===== src/rtl/hilo_mdu.sv =====
// Iterative radix-2 shift-add multiply / multiply-accumulate unit that owns the
// HI/LO register pair and exposes it as a 64-bit operand for the ALU.
module hilo_mdu #(
   parameter int WIDTH = 32
) (
   input  logic               clk,
   input  logic               rst_n,
   input  logic               start,
   input  logic [1:0]         op,
   input  logic [WIDTH-1:0]   a,
   input  logic [WIDTH-1:0]   b,
   input  logic               wr_hi,
   input  logic               wr_lo,
   input  logic [WIDTH-1:0]   wr_data,
   output logic               busy,
   output logic               done,
   output logic [WIDTH-1:0]   hi,
   output logic [WIDTH-1:0]   lo,
   output logic [2*WIDTH-1:0] hi_lo
);

   localparam int CNT_W = $clog2(WIDTH);
   localparam logic [CNT_W-1:0] CNT_ONE  = CNT_W'(1);
   localparam logic [CNT_W-1:0] CNT_LAST = CNT_W'(WIDTH - 1);

   typedef enum logic [1:0] {
      IDLE = 2'd0,
      CALC = 2'd1,
      ACC  = 2'd2,
      DONE = 2'd3
   } state_t;

   state_t               state_reg;
   state_t               state_next;
   logic [CNT_W-1:0]     count_reg;
   logic [WIDTH-1:0]     mcand_reg;
   logic [WIDTH-1:0]     mplier_reg;
   logic [2*WIDTH-1:0]   prod_reg;
   logic                 neg_reg;
   logic                 accum_reg;
   logic [WIDTH-1:0]     hi_reg;
   logic [WIDTH-1:0]     lo_reg;

   // Operand conditioning: signed ops work on magnitudes; the most negative
   // value negates to itself, which is exactly its unsigned magnitude.
   logic                 op_signed;
   logic                 op_accum;
   logic [WIDTH-1:0]     a_mag;
   logic [WIDTH-1:0]     b_mag;
   logic                 neg_in;

   assign op_signed = ~op[1];
   assign op_accum  = op[0] ^ op[1];
   assign a_mag     = (op_signed && a[WIDTH-1]) ? -a : a;
   assign b_mag     = (op_signed && b[WIDTH-1]) ? -b : b;
   assign neg_in    = op_signed & (a[WIDTH-1] ^ b[WIDTH-1]);

   // Log shifter positions the multiplicand at the current bit weight.
   logic [2*WIDTH-1:0]   shift_stage [0:CNT_W];

   assign shift_stage[0] = {{WIDTH{1'b0}}, mcand_reg};

   generate
      for (genvar gi = 0; gi < CNT_W; gi++) begin : g_shift
         assign shift_stage[gi+1] = count_reg[gi] ? (shift_stage[gi] << (2**gi))
                                                  : shift_stage[gi];
      end
   endgenerate

   logic [2*WIDTH-1:0]   prod_sum;
   logic [2*WIDTH-1:0]   prod_signed;
   logic [2*WIDTH-1:0]   commit_val;

   assign prod_sum    = prod_reg + shift_stage[CNT_W];
   assign prod_signed = neg_reg ? -prod_reg : prod_reg;
   assign commit_val  = accum_reg ? ({hi_reg, lo_reg} + prod_signed) : prod_signed;

   always_ff @(posedge clk or negedge rst_n) begin
      if (!rst_n) begin
         state_reg <= IDLE;
      end else begin
         state_reg <= state_next;
      end
   end

   always_comb begin
      state_next = state_reg;
      case (state_reg)
         IDLE: if (start) state_next = CALC;
         CALC: if (count_reg == CNT_LAST) state_next = ACC;
         ACC:  state_next = DONE;
         DONE: state_next = IDLE;
         default: state_next = IDLE;
      endcase
   end

   always_comb begin
      busy = 1'b0;
      done = 1'b0;
      case (state_reg)
         CALC, ACC: busy = 1'b1;
         DONE:      done = 1'b1;
         default: ;
      endcase
   end

   always_ff @(posedge clk or negedge rst_n) begin
      if (!rst_n) begin
         count_reg  <= '0;
         mcand_reg  <= '0;
         mplier_reg <= '0;
         prod_reg   <= '0;
         neg_reg    <= 1'b0;
         accum_reg  <= 1'b0;
      end else begin
         case (state_reg)
            IDLE: begin
               if (start) begin
                  mcand_reg  <= a_mag;
                  mplier_reg <= b_mag;
                  neg_reg    <= neg_in;
                  accum_reg  <= op_accum;
                  prod_reg   <= '0;
                  count_reg  <= '0;
               end
            end
            CALC: begin
               if (mplier_reg[0]) prod_reg <= prod_sum;
               mplier_reg <= mplier_reg >> 1;
               count_reg  <= count_reg + CNT_ONE;
            end
            default: ;
         endcase
      end
   end

   // HI/LO change only on commit or on an mthi/mtlo accepted outside busy.
   always_ff @(posedge clk or negedge rst_n) begin
      if (!rst_n) begin
         hi_reg <= '0;
         lo_reg <= '0;
      end else if (state_reg == ACC) begin
         {hi_reg, lo_reg} <= commit_val;
      end else if (state_reg == IDLE || state_reg == DONE) begin
         if (wr_hi) hi_reg <= wr_data;
         if (wr_lo) lo_reg <= wr_data;
      end
   end

   assign hi    = hi_reg;
   assign lo    = lo_reg;
   assign hi_lo = {hi_reg, lo_reg};

endmodule


===== config.mk =====
export PLATFORM = sky130hd
export DESIGN_NAME = hilo_mdu
export DESIGN_NICKNAME = d
export VERILOG_FILES = /design/src/rtl/hilo_mdu.sv
export SDC_FILE = /design/constraint.sdc
export NUM_CORES = 1
export LEC_CHECK = 0
export ABC_CLOCK_PERIOD_IN_PS = 6700
export CORE_ASPECT_RATIO = 0.7
export CORE_UTILIZATION = 55
export CTS_BUF_LIST = sky130_fd_sc_hd__clkbuf_4 sky130_fd_sc_hd__clkbuf_8
export DETAILED_ROUTE_END_ITERATION = 7
export GPL_ROUTABILITY_DRIVEN = 0
export HOLD_SLACK_MARGIN = 0.03
export PLACE_DENSITY = 0.78
export SYNTH_ARGS = -nofsm -noshare
export SYNTH_HDL_FRONTEND = slang
export SYNTH_SLANG_ARGS = --single-unit

===== constraint.sdc =====
create_clock -name clk -period 6.7 [get_ports clk]
set_input_delay 1.675 -clock clk [delete_from_list [all_inputs] [get_ports clk]]
set_output_delay 1.675 -clock clk [all_outputs]
set_load 0.1 [all_outputs]

==> results by group <==
Status
  – Outcome: complete, no violations

GRT
  – Global-route wire length before repair: 111.8 mm
  – Total grt overflow: 0
  – Vias in the first global route: 20000
  – Initial antenna violation count: 6
  – Total global-route track usage: 35.49%
  – Largest net degree at the start of global routing: 66

Setup path
  – Reg2Reg Setup Slack: 0.73 ns
  – Crit. End Element: register
  – Required @ worst endpoint: 7.14 ns
  – R2r startpoint: prod_reg[4]
  – Crit path max fanout: 7
  – R2R depth: 17
  – CP Launch Type: register
  – Critical path type: reg2reg
  – Reg2reg end: hi[24]
  – CP Data Arrival Time: 6.41 ns

Floorplan
  – Die area: 0.03959 mm^2
  – Rows: 59
  – Ports: 233
  – Chip height: 166.8 um
  – Die W: 237.4 um
  – Core area: 0.03765 mm^2
  – Initial Util: 56.67%

Place
  – Port buffer count: 232
  – Post-DP HPWL: 56.65 mm
  – DP Worst Slack: 0.9797 ns

Timing
  – Tmin final: 5.968 ns
  – Final setup fails: 0
  – Slew headroom: 23.31%
  – Final period utilization: 89.07%
  – Max Slew Vio Count: 0
  – Final hold violations: 0
  – FMAX: 0.1676 GHz
  – Final setup TNS: 0 ns
  – Clock Skews: 0.03792 ns
  – Hold Worst Slack: 0.4867 ns
  – Slew at the pin closest to its max-slew limit: 1.150 ns
  – Final Worst Setup Slack: 0.7320 ns
  – RSZ-0062 raised after global routing: no

Route
  – Via density: 6.520
  – TritonRoute pass-1 iters: 6
  – Via count: 21950
  – Top routing layer in use: met5
  – DR DRC count: 0
  – Met3 wire length: 9.197 mm
  – First DRT Iteration DRCs: 2594
  – Detail Route Antenna Nets: 0
  – Wire length per cell: 21.50 um
  – Met1 WL: 31.73 mm
  – Final wirelength: 72.38 mm
  – Routed wl met2: 29.47 mm

Logic synthesis
  – Most frequent cell after synthesis: nand2_1
  – Syn nets: 3028
  – Syn avg cell area: 7.685 um^2
  – Ys Warns: 0
  – Number of synthesized register bits: 201
  – Asr flop ratio synth: 100.0%
  – Post-synth EDFFs: 0
  – Cell variety after synth: 79
  – Post-Syn Instances: 2776
  – Sequential-to-total area share from yosys stat: 23.58%
  – Synth area leader: dfrtp_1
  – Top cells by area, synth: dfrtp_1 (24%), ha_1 (8.6%), o21ai_0 (6.7%), nand2_1 (6.2%), a21oi_1 (5.9%)
  – Top post-synthesis cells by count: nand2_1 (350), o21ai_0 (287), a21oi_1 (251)
  – Top FF cell, synth: dfrtp_1
  – Syn Std Cell Area: 0.02133 mm^2
  – Synth top area share: 23.58%

Min path
  – Hold path start: mplier_reg[14]
  – Worst min path class: reg2reg
  – Hold Path Sink: mplier_reg[14]
  – WHS Path Cells: 2

Clock network
  – CTS Hold Bufs: 0
  – Sink Count: 201
  – Post-cts sizing count: 0
  – Worst-Skew Late Latency: 0.60 ns
  – Htree depth: 2
  – CTS tree: built
  – Clk root buf: clkbuf_8
  – CTS Buf Count: 37
  – Clock tree buffer depth: 3
  – Setup repair bufs after CTS: 0
  – Clk slew on worst S/H paths: 0.07 ns

Layout
  – # nets final: 3100
  – Fin util: 64.47%
  – Largest register FFs: 64
  – Fillers: 3224
  – Layout area overhead: 13.78%
  – Layout cells sized above 1: 6.398%

Run
  – Max-cap violations: 0
## routing by layer
metal  GRT usage [%]  up-vias
li1                -    10210
met1           51.80    10350
met2           49.70     1198
met3           11.45      187
met4           9.593        6
met5               0        -
## area by class of cell
type | instances | area (um^2) | area share [%]
Antenna cell | 3 | 7.507 | 0.03093
Clock buffer | 50 | 644.4 | 2.655
Clock inverter | 17 | 231.5 | 0.9536
Inverter | 53 | 198.9 | 0.8196
Multi-Input combinational cell | 2300 | 15050 | 61.99
Sequential cell | 201 | 5034 | 20.74
Tap cell | 488 | 610.6 | 2.515
Timing Repair Buffer | 255 | 2499 | 10.29
## worst max-delay path, cell delays in order (launching register included)
cell	delay, ns
dfrtp_1	0.44
nor4_1	0.53
nor3b_2	0.48
nand4b_2	0.27
or2_2	0.38
o41ai_1	0.36
xnor2_1	0.15
ha_1	0.42
nand2_1	0.16
nor4_1	0.45
inv_1	0.08
a211oi_1	0.26
nor3_1	0.23
o41ai_2	0.67
a21boi_0	0.30
o31ai_1	0.40
xnor2_1	0.16
a21oi_1	0.08
## metrics by stage
| step | instances | cell area, um^2 |
|---|---|---|
| after CTS | 3364 | 24270 |
| after global placement | 3297 | 23390 |
| final | 3367 | 24270 |
| after floorplan | 2776 | 21330 |
| after detailed placement | 3297 | 23390 |
| after global routing | 3365 | 24270 |
## placed cells by master (no fill, tap or decap), types with 7 or more instances in the layout
cell             Yosys  routed
nor3_1              35      35
ha_1               147     146
a31oi_1             31      31
or3_1               21      21
o41ai_1             21      21
a221oi_1            11      11
a211oi_1            43      43
a21oi_1            251     251
and2_1               9       9
clkdlybuf4s50_1      0     231
o21ai_0            287     285
mux2_2              30      30
nand2_1            350     350
nor2_1             247     247
nand2b_1            20      20
a21boi_0             7       7
nand3_1             40      40
o211ai_1            20      20
inv_1               51      51
xnor2_1            140     140
xor2_1              86      86
nand3b_1            10      10
o21a_1              20      20
or2_2               13      13
nor4_1              14      14
and3_1              18      18
buf_4               64      23
o22ai_1             21      21
o21bai_1            20      20
nor2b_1             19      19
nand4_1             45      45
mux2i_1             63      63
mux4_2              18      18
dfrtp_1            201     198
o31ai_1             43      43
clkbuf_4             0       7
or4_1               15      15
a21o_1              93      93
clkbuf_8             0      44
## worst max path at each step
| stage | start | endpoint | slack, ns | cells past startpoint |
|---|---|---|---|---|
| after global routing | prod_reg[4] | hi[24] | 0.34 | 17 |
| after CTS | prod_reg[5] | hi[26] | 0.96 | 16 |
| after detailed placement | prod_reg[5] | hi[24] | 0.98 | 17 |
| final | prod_reg[4] | hi[24] | 0.73 | 17 |
| after floorplan | prod_reg[5] | hi[19] | 2.07 | 18 |
| after global placement | count_reg[0] | prod_reg[51] | 1.32 | 16 |
## cells by family after synthesis
family,count (synthesis),share of synthesized area [%]
and+or+nand+nor,876,18.83
DFF,201,23.58
xor gates and xnor gates,226,9.278
muxes,111,6.439
AOI/OAI and AO/OA,938,27.10
buffers and inverters,275,5.970
adders and majority gates,149,8.809
Power is left out: the tool's default activity adds up to more than one toggle a clock period on the data nets, which glitch-free logic cannot reach.
